===== src/rtl/bar_painter_pkg.sv =====
// Shared screen constants and helpers for the 1-bpp frame RAM blocks.
// Pixel bit order: MSB of a byte is the leftmost pixel.
package bar_painter_pkg;

  localparam int SCR_ADDR_W    = 11;
  localparam int SCR_ROW_BYTES = 16;
  localparam int PX_PER_BYTE   = 8;

  typedef enum logic [1:0] {
    ST_IDLE,
    ST_PAINT,
    ST_DONE
  } state_t;

  // screen pixel index of bit b in byte column col (MSB = left pixel)
  function automatic int px_index(input int col, input int b);
    return PX_PER_BYTE * col + (PX_PER_BYTE - 1 - b);
  endfunction

  function automatic int cnt_w(input int n);
    return (n > 1) ? $clog2(n) : 1;
  endfunction

endpackage


===== src/rtl/bar_byte_gen.sv =====
// Combinational pattern byte for one (row, byte column) cell of the level bar:
// 1-px border, 1-px gap, fill of `level` pixels starting at pixel 2.
module bar_byte_gen
  import bar_painter_pkg::*;
#(
  parameter int BAR_BYTES = 12,
  parameter int BAR_ROWS  = 10,
  parameter int LEVEL_W   = 8,
  parameter int RW        = cnt_w(BAR_ROWS),
  parameter int CW        = cnt_w(BAR_BYTES)
) (
  input  logic [RW-1:0]      r,
  input  logic [CW-1:0]      c,
  input  logic [LEVEL_W-1:0] level,
  output logic [7:0]         pattern
);

  localparam int W = PX_PER_BYTE * BAR_BYTES;

  always_comb begin
    int ri;
    int p;
    pattern = '0;
    ri      = int'(r);
    p       = 0;
    for (int b = 0; b < 8; b++) begin
      p = px_index(int'(c), b);
      pattern[b] = (ri == 0) || (ri == BAR_ROWS - 1) ||
                   (p == 0)  || (p == W - 1) ||
                   ((ri >= 2) && (ri <= BAR_ROWS - 3) &&
                    (p >= 2) && (p <= 1 + int'(level)));
    end
  end

endmodule


===== src/rtl/bar_painter.sv =====
// Sweeps the bar's byte grid after a start pulse, issuing one frame-RAM
// byte write per clock; level is clamped and latched when start is accepted.
module bar_painter
  import bar_painter_pkg::*;
#(
  parameter int ADDR_W    = SCR_ADDR_W,
  parameter int ROW_BYTES = SCR_ROW_BYTES,
  parameter int X_BYTE    = 2,
  parameter int Y_TOP     = 29,
  parameter int BAR_BYTES = 12,
  parameter int BAR_ROWS  = 10,
  parameter int LEVEL_W   = 8
) (
  input  logic              clk,
  input  logic              rst_n,
  input  logic              start,
  input  logic [LEVEL_W-1:0] level,
  output logic              busy,
  output logic              done,
  output logic              wr_en,
  output logic [ADDR_W-1:0] wr_addr,
  output logic [7:0]        wr_data
);

  localparam int RW   = cnt_w(BAR_ROWS);
  localparam int CW   = cnt_w(BAR_BYTES);
  localparam int LMAX = PX_PER_BYTE * BAR_BYTES - 4;

  state_t             state, state_nxt;
  logic [RW-1:0]      r;
  logic [CW-1:0]      c;
  logic [LEVEL_W-1:0] lvl;
  logic [LEVEL_W-1:0] lvl_clamped;
  logic [7:0]         pattern;
  logic               last;
  logic               row_end;

  assign row_end     = (int'(c) == BAR_BYTES - 1);
  assign last        = row_end && (int'(r) == BAR_ROWS - 1);
  assign lvl_clamped = (int'(level) > LMAX) ? LEVEL_W'(LMAX) : level;

  bar_byte_gen #(
    .BAR_BYTES (BAR_BYTES),
    .BAR_ROWS  (BAR_ROWS),
    .LEVEL_W   (LEVEL_W),
    .RW        (RW),
    .CW        (CW)
  ) u_byte_gen (
    .r       (r),
    .c       (c),
    .level   (lvl),
    .pattern (pattern)
  );

  always_ff @(posedge clk or negedge rst_n) begin
    if (!rst_n) state <= ST_IDLE;
    else        state <= state_nxt;
  end

  always_comb begin
    state_nxt = state;
    case (state)
      ST_IDLE:  if (start) state_nxt = ST_PAINT;
      ST_PAINT: if (last)  state_nxt = ST_DONE;
      ST_DONE:  state_nxt = ST_IDLE;
      default:  state_nxt = ST_IDLE;
    endcase
  end

  // Outputs are registered from the current cell, so the write for the
  // cell selected at edge k appears after edge k+1.
  always_ff @(posedge clk or negedge rst_n) begin
    if (!rst_n) begin
      r       <= '0;
      c       <= '0;
      lvl     <= '0;
      busy    <= 1'b0;
      done    <= 1'b0;
      wr_en   <= 1'b0;
      wr_addr <= '0;
      wr_data <= '0;
    end else begin
      busy    <= 1'b0;
      done    <= 1'b0;
      wr_en   <= 1'b0;
      wr_data <= '0;
      case (state)
        ST_IDLE: begin
          if (start) begin
            r   <= '0;
            c   <= '0;
            lvl <= lvl_clamped;
          end
        end
        ST_PAINT: begin
          busy    <= 1'b1;
          wr_en   <= 1'b1;
          wr_data <= pattern;
          wr_addr <= ADDR_W'((Y_TOP + int'(r)) * ROW_BYTES + X_BYTE + int'(c));
          if (row_end) begin
            c <= '0;
            r <= r + 1'b1;
          end else begin
            c <= c + 1'b1;
          end
        end
        ST_DONE: begin
          busy <= 1'b1;
          done <= 1'b1;
        end
        default: ;
      endcase
    end
  end

endmodule


===== config.mk =====
export PLATFORM = sky130hd
export DESIGN_NAME = bar_painter
export DESIGN_NICKNAME = d
export VERILOG_FILES = /design/src/rtl/bar_painter_pkg.sv /design/src/rtl/bar_byte_gen.sv /design/src/rtl/bar_painter.sv
export SDC_FILE = /design/constraint.sdc
export NUM_CORES = 1
export LEC_CHECK = 0
export BUFFER_PORTS_ARGS = -buffer_cell sky130_fd_sc_hd__buf_2
export CAP_MARGIN = 20
export CORE_MARGIN = 5
export CORE_UTILIZATION = 40
export CTS_CLUSTER_SIZE = 28
export DETAILED_ROUTE_END_ITERATION = 10
export RECOVER_POWER = 50
export SYNTH_ARGS = -nofsm -noshare
export SYNTH_HDL_FRONTEND = slang
export SYNTH_SLANG_ARGS = --single-unit

===== constraint.sdc =====
create_clock -name clk -period 3.2 [get_ports clk]
set_input_delay 0.64 -clock clk [delete_from_list [all_inputs] [get_ports clk]]
set_output_delay 0.64 -clock clk [all_outputs]
set_load 0.02 [all_outputs]

==> impl_results.md, run 1 <==
- Dominant synthesized flop cell: dfrtp_1
- Synth cell types: 49
- Fin. Hold Viols: 0
- Setup WS post-layout: 0.618 ns
- Sw power: 0.00108 W
- Post-synth top cells: dfrtp_1, ha_1, nor2_1, nand2_1, a21oi_1
- CP max-delay cell: dfrtp_1
- Area post-placement: 2650 sq um
- Die width: 87.6 um
- CP required: 3.41 ns
- Failing checks: capacitance limit, slew limit
- # IOs: 33
- Seq cells post-synth: 40
- Global Route Usage Sum: 0.143
- Die H: 87.6 um
- Setup Buffers After CTS: 0
- VDD IR max: 0.467 mV
- First-pass GRT wire length: 8690 um
- Hold Buf Count CTS: 0
- Min cycle time layout: 2.58 ns
- Post-synth top area cell: dfrtp_1
- M3 GR Usage: 0.0367
- Synthesized Nets: 282
- CTS clk-pin slew, worst paths: 0.08 ns
- Clk_lat worst skew: 0.29 ns
- HP Start: wr_addr[10]$_DFFE_PN0P_
- RSZ-0062 raised after global routing: no
- Reg2Reg Depth: 10
- Crit-path most repeated cell: ha_1
- Final setup fails: 0
- Slew @ Worst Pin: 2.08 ns
- Drt first-iter violations: 117
- Crit. End Element: flip-flop
- Area Overhead vs Synth: 13.5%
- Cell Pwr Density: 888 nW/um^2
- Top Usage Layer GRT: met2
- Final ANT Viol Nets: 0
- Hold WC Path Type: reg2reg
- CTS H-tree lvls: 2
- Vias in the first global route: 1857
- Sink Count: 40
- Layout Skew: 0.00288 ns
- Initial DRT Pass Iterations: 4
- Hold Path Sink: wr_addr[10]$_DFFE_PN0P_
- Tot Pwr: 0.00243 W
- CTS Root Cell: clkbuf_8
- Area share of the largest cell type after synthesis: 0.416
- Final Cell Area: 2730 sq um
- Max-Slew Margin vs Limit: -0.383
- Register share of total power: 0.355
- Clk buf depth: 2
- Internal: 0.00134 W
- Switching Share: 0.446
- Crit Reg-Reg Startpoint: lvl[1]$_DFFE_PN0P_
- Critical path class: reg2reg
- Final WL: 5010 um
- Antenna diode instance count: 0
- Sum of negative setup slack: 0 ns
- Sequential element share of the synthesized area: 0.416
- Core Area: 5890 sq um
- Total number of vias: 1883
- Initial antenna violation count: 0
- Nets: 316
- Max-slew violations: 41
- Leak pwr: 1.23 nW
- Average cell area after synthesis: 9.71 sq um
- Post_cts resized: 0
- Combinational share of power: 0.500
- GP Congestion: 0.880
- Maximum number of pins on one net before global-route repair: 41
- Share of cells above drive strength 1: 0.166
- Post-DP HPWL: 3780 um
- Syn. warnings: 0
- Status: finished with violations
- Slowest cell delay on critical path: 0.48 ns
- Post-Syn Area: 2410 sq um
- Drt wl/cell: 14.0 um
- Power share of the clock group: 0.145
- Ranking of synthesized cells by area: dfrtp_1, ha_1, a21oi_1
- Final period utilization: 0.807
- Post-placement setup slack: 0.642 ns
- Worst-path cell chain: ha_1 -> nand2_1 -> nor2_1 -> xnor2_1 -> ha_1 -> nand4_1 -> or2_1 -> nor3_1 -> a221oi_1 -> o22ai_1
- Count leader, synth: dfrtp_1
- Cells after Synth: 248
- GR Util met2: 0.224
- Post-synthesis async set-or-reset flop share: 1.00
- Starting Density: 0.409
- R2r setup slk: 0.62 ns
- Maximum Capacitance Violations: 1
- Startpoint Class: flip-flop
- Grt ovf: 0
- Arr. time, crit path: 2.79 ns
- I/O Buffers: 32
- CTS tree: built
- Post-placement cell count: 350
- R2r endpoint: wr_data[7]$_DFF_PN0_
- Vias/cell: 5.26
- Num CTS Buffers: 5
- Final Non-Filler Cells: 358
- Fmax: 387 MHz
- Number of enable flip-flop cells after synthesis: 0
- Post-route DRC: 0
- Cell Rows: 28
- Critical path peak fanout: 7
- Hold Path Depth: 1
- Die area: 7670 sq um
- Met1 usage: 0.194
layout make-up:
class	instances	area (sq um)
timing repair buffer	34	165
sequential	40	1000
inverter	13	48.8
clock buffer	7	86.3
clock inverter	1	7.51
fill	584	3150
tap	75	93.8
multi-input combinational	188	1330
metrics by stage:
step	util	hold slack, ns
2_1_floorplan	-	0.344
3_3_place_gp	0.450	0.482
3_5_place_dp	0.450	0.485
4_1_cts	0.466	0.505
5_1_grt	0.464	0.526
6_report	0.464	0.503
registers in the layout (all words and copies together) (netlist names):
signal   count
busy         1
c            4
done         1
lvl          8
wr_en        1
state        2
wr_data      8
wr_addr     11
r            4
worst max-delay path by stage:
stage | startpoint | slack [ns] | cells past startpoint | endpoint
2_1_floorplan | lvl[0]$_DFFE_PN0P_ | 0.91 | 9 | wr_data[1]$_DFF_PN0_
6_report | lvl[1]$_DFFE_PN0P_ | 0.62 | 10 | wr_data[7]$_DFF_PN0_
5_1_grt | state[1]$_DFFE_PN0P_ | 0.32 | 7 | wr_data[5]$_DFF_PN0_
3_5_place_dp | lvl[1]$_DFFE_PN0P_ | 0.64 | 10 | wr_data[6]$_DFF_PN0_
3_3_place_gp | lvl[0]$_DFFE_PN0P_ | 0.75 | 10 | wr_data[1]$_DFF_PN0_
4_1_cts | lvl[1]$_DFFE_PN0P_ | 0.61 | 10 | wr_data[6]$_DFF_PN0_
logic make-up (layout without fill, tap and decap cells):
kind of cell / Yosys count / in the layout / share of synthesized area
AOI/OAI and AO/OA: 59 / 59 / 0.163
xor gates and xnor gates: 13 / 13 / 0.0473
adders and majority gates: 23 / 23 / 0.119
buffers and inverters: 20 / 55 / 0.0322
DFF: 40 / 40 / 0.416
muxes: 6 / 6 / 0.0270
and+or+nand+nor: 87 / 87 / 0.195
critical path, delay by kind of cell (launching register included):
| kind | cells | cell delay [ns] |
|---|---|---|
| xor+xnor | 1 | 0.08 |
| flops | 1 | 0.48 |
| simple gates | 5 | 0.96 |
| compound gates | 2 | 0.35 |
| fa+ha+maj | 2 | 0.62 |
per-layer routing:
metal | share of wire | routed length, um
met5 | 0 | 0
met1 | 0.48 | 2420
met3 | 0.049 | 244
met4 | 0.011 | 57
met2 | 0.46 | 2290
cells in the final DEF (no fill, tap or decap), drive strengths merged, types with 2 or more instances in the layout:
cell / n
a21o: 2
a21boi: 2
and3: 4
mux2i: 2
or2: 2
and2: 4
o22a: 5
a21oi: 19
xor2: 5
nand3: 12
nor2: 23
a22o: 4
nand2: 19
o22ai: 2
inv: 13
ha: 23
nor4b: 2
buf: 28
mux2: 4
nor2b: 2
a221oi: 2
nand3b: 2
dfrtp: 40
clkbuf: 13
nand4: 5
xnor2: 8
o21ai: 13
nor3: 6
a31oi: 2
a211oi: 3
power groups by stage:
stage                     Clock, W  Combinational, W  Sequential, W
after global routing      0.000387           0.00136       0.000894
after detailed placement         0           0.00123       0.000870
after floorplan                  0          0.000765       0.000976
final                     0.000353           0.00121       0.000861
after CTS                 0.000366           0.00124       0.000861
after global placement           0           0.00122       0.000867
No activity file was read; power rests on OpenSTA's default activity.
==> inputs of run 2 (changes only) <==
--- a/config.mk
+++ b/config.mk
@@ -5,6 +5,7 @@
 export SDC_FILE = /design/constraint.sdc
 export NUM_CORES = 1
 export LEC_CHECK = 0
+export ABC_AREA = 1
 export BUFFER_PORTS_ARGS = -buffer_cell sky130_fd_sc_hd__buf_2
 export CAP_MARGIN = 20
 export CORE_MARGIN = 5
==> constraint.sdc (replaced) <==
create_clock -name clk -period 2.22 [get_ports clk]
set_input_delay 0.444 -clock clk [delete_from_list [all_inputs] [get_ports clk]]
set_output_delay 0.444 -clock clk [all_outputs]
set_load 0.02 [all_outputs]
==> run 2 against run 1 <==
The flow now finishes without violations; clock power up 96%; wire length up 2.8%; setup slack worse by 0.58 ns; sequential share of layout area down 3.7 points; critical endpoint unchanged.
==> impl_results.md, run 2 <==
- Final period utilization: 0.981
- Drt first-iter violations: 98
- Starting Density: 0.405
- CP max-delay cell: dfrtp_1
- CP bufs+invs: 2
- Startpoint Class: flip-flop
- CTS tree: built
- Mux cell area share after synthesis: 0
- Max-Slew Margin vs Limit: 0.361
- Seq. cell area: 1000 sq um
- Area share of the largest cell type after synthesis: 0.396
- Post-synthesis adder-cell area fraction: 0.114
- Sequential element share of the synthesized area: 0.396
- Post-route DRC: 0
- Post-synthesis async set-or-reset flop share: 1.00
- Commonest non-fill, non-tap cell in the layout: nand2_1
- Final setup fails: 0
- Sink Count: 40
- Ranking of synthesized cells by area: dfrtp_1, ha_1, nand2_1
- Clk buf depth: 2
- Critical path class: reg2reg
- Arr. time, crit path: 2.34 ns
- Synth cell types: 39
- Final ANT Viol Nets: 0
- Status: finished clean
- Drt wl/cell: 12.0 um
- Seq cells post-synth: 40
- Cell Pwr Density: 1410 nW/um^2
- Die width: 89.5 um
- Fillers: 615
- Synthesized Nets: 342
- Post-placement cell count: 420
- Fmax: 459 MHz
- Vias in the first global route: 1938
- Final WL: 5150 um
- Share of cells above drive strength 1: 0.266
- Slew @ Worst Pin: 0.959 ns
- Max reg flops: 11
- Post-Synth XOR/XNOR Area: 0.0312
- Core Area: 6240 sq um
- Grt ovf: 0
- Area Overhead vs Synth: 20.3%
- Number of enable flip-flop cells after synthesis: 0
- Global Route Usage Sum: 0.137
- Crit Reg-Reg Startpoint: lvl[1]$_DFFE_PN0P_
- Average cell area after synthesis: 8.21 sq um
- Worst-path cell chain: ha_2 -> nand2_2 -> inv_2 -> nand4_1 -> xor2_1 -> ha_1 -> nand2_4 -> nor2_8 -> buf_4 -> nand3_1 -> nand2_1 -> nand3_2 -> nand2_1 -> a21oi_2
- Total number of vias: 2085
- # IOs: 33
- CTS Root Cell: clkbuf_8
- Antenna diode instance count: 0
- Num CTS Buffers: 5
- Complex-gate fraction of the synthesized area: 0.116
- I/O Buffers: 32
- Die H: 89.5 um
- Most frequent cells in the layout: nand2_1, dfrtp_1, buf_2
- Syn. warnings: 0
- Fraction of the mapped netlist area in simple logic gates: 0.268
- Multi-input logic area: 1410 sq um
- CP top delay family: simple AND/OR/NAND/NOR gates
- Dominant synthesized flop cell: dfrtp_1
- CTS H-tree lvls: 2
- Cell Rows: 29
- Maximum number of pins on one net before global-route repair: 41
- GP Congestion: 0.849
- Final Non-Filler Cells: 431
- Maximum Capacitance Violations: 0
- Sum of negative setup slack: 0 ns
- Vias/cell: 4.84
- Slowest cell delay on critical path: 0.37 ns
- Most flops, register: wr_addr
- Largest family of logic cells by synthesized area: simple AND/OR/NAND/NOR gates
- Initial antenna violation count: 0
- Nets: 388
- First-pass GRT wire length: 8650 um
- Post-synth top area cell: dfrtp_1
- RSZ-0062 raised after global routing: yes
- Crit. End Element: flip-flop
- Hold WC Path Type: in2async
- Post-synth top cells: nand2_1, dfrtp_1, inv_1, nor2_1, ha_1
- Min cycle time layout: 2.18 ns
- Cells after Synth: 308
- VDD IR max: 0.579 mV
- Crit-path most repeated cell: nand2_1
- Max-slew violations: 0
- R2r setup slk: 0.04 ns
- Count leader, synth: nand2_1
- Largest registers: wr_addr: 11 flops, lvl: 8 flops, wr_data: 8 flops
- CTS clk-pin slew, worst paths: 0.08 ns
- Die area: 8010 sq um
- Reg2Reg Depth: 14
- CP required: 2.38 ns
- Post-DP HPWL: 3960 um
- Fin. Hold Viols: 0
- Clk_lat worst skew: 0.29 ns
- Leak pwr: 1.51 nW
- Layout Skew: 0.0102 ns
- Critical path peak fanout: 5
- R2r endpoint: wr_data[7]$_DFF_PN0_
- Post-Syn Area: 2530 sq um
- Initial DRT Pass Iterations: 4
[run 2: changes by cell type after synthesis, sizes merged, moves of 5 or more]
| cell | before | now |
|---|---|---|
| inv | 13 | 38 |
| nor2 | 23 | 30 |
| a21oi | 19 | 14 |
| o22a | 5 | 0 |
| xnor2 | 8 | 2 |
| nand2 | 19 | 75 |
| o21ai | 13 | 26 |
| nand3 | 12 | 23 |
[run 2: final cells by class]
cell class,instances,area share
flip-flops and latches,40,0.329
inverters,39,0.0527
repair buffers,44,0.0802
clock buffers,5,0.0226
clock inverters,2,0.0197
multi-input cells,224,0.464
well taps,77,0.0317
[run 2: power by group]
part           switching [W]  internal, W
combinational        0.00155     0.000848
clock               0.000249     0.000443
sequential          0.000193      0.00100
total                0.00199      0.00229
[run 2: what timing repair did]
action                     in CTS  in global routing
buffers inserted                0                  4
setup endpoints to repair       6                  8
hold buffers                    0                  0
gates cloned                    0                  0
pin swaps                       0                 15
gates resized for setup         5                 17
[run 2: worst register-to-register path, delay by kind of cell, from the launching register on]
family / cells / cell delay (ns)
and+or+nand+nor: 8 / 0.73
adders and majority gates: 2 / 0.55
DFF: 1 / 0.37
buffers and inverters: 2 / 0.19
xor gates and xnor gates: 1 / 0.16
AOI/OAI and AO/OA: 1 / 0.05
[run 2: per-stage QoR]
stage | hold slack (ns) | total power, W | instance area [sq um] | setup WS, ns | utilization
2_1_floorplan | 0.148 | 0.00281 | 2530 | 0.0952 | -
5_1_grt | 0.414 | 0.00466 | 3040 | -0.102 | 0.487
6_report | 0.374 | 0.00428 | 3040 | 0.0419 | 0.487
3_3_place_gp | 0.427 | 0.00336 | 2830 | 0.00428 | 0.453
4_1_cts | 0.107 | 0.00415 | 2970 | 0.00127 | 0.476
3_5_place_dp | 0.433 | 0.00339 | 2830 | -0.0413 | 0.453
[run 2: cell families after synthesis]
logic type	Yosys count
AO/OA/AOI/OAI	51
XOR/XNOR	9
adder cells (fa/ha/maj)	23
buffers and inverters	44
flip-flops	40
AND/OR/NAND/NOR	141
[run 2: layer usage]
layer  vias up  global-route usage  wire [um]
met1       930               0.193       2600
met4         0              0.0636        102
met3         9              0.0194        226
met5         -                   0          0
met2        46               0.208       2230
li1       1100                   -          -
[run 2: how the worst max path moves through the flow]
stage	startpoint	depth (start not counted)	slack (ns)	end
final	lvl[1]$_DFFE_PN0P_	14	0.04	wr_data[7]$_DFF_PN0_
after global routing	lvl[1]$_DFFE_PN0P_	14	-0.10	wr_data[7]$_DFF_PN0_
after CTS	lvl[0]$_DFFE_PN0P_	13	0.001	wr_data[5]$_DFF_PN0_
after detailed placement	lvl[0]$_DFFE_PN0P_	13	-0.04	wr_data[2]$_DFF_PN0_
after global placement	lvl[0]$_DFFE_PN0P_	13	0.004	wr_data[2]$_DFF_PN0_
after floorplan	lvl[1]$_DFFE_PN0P_	14	0.1	wr_data[0]$_DFF_PN0_
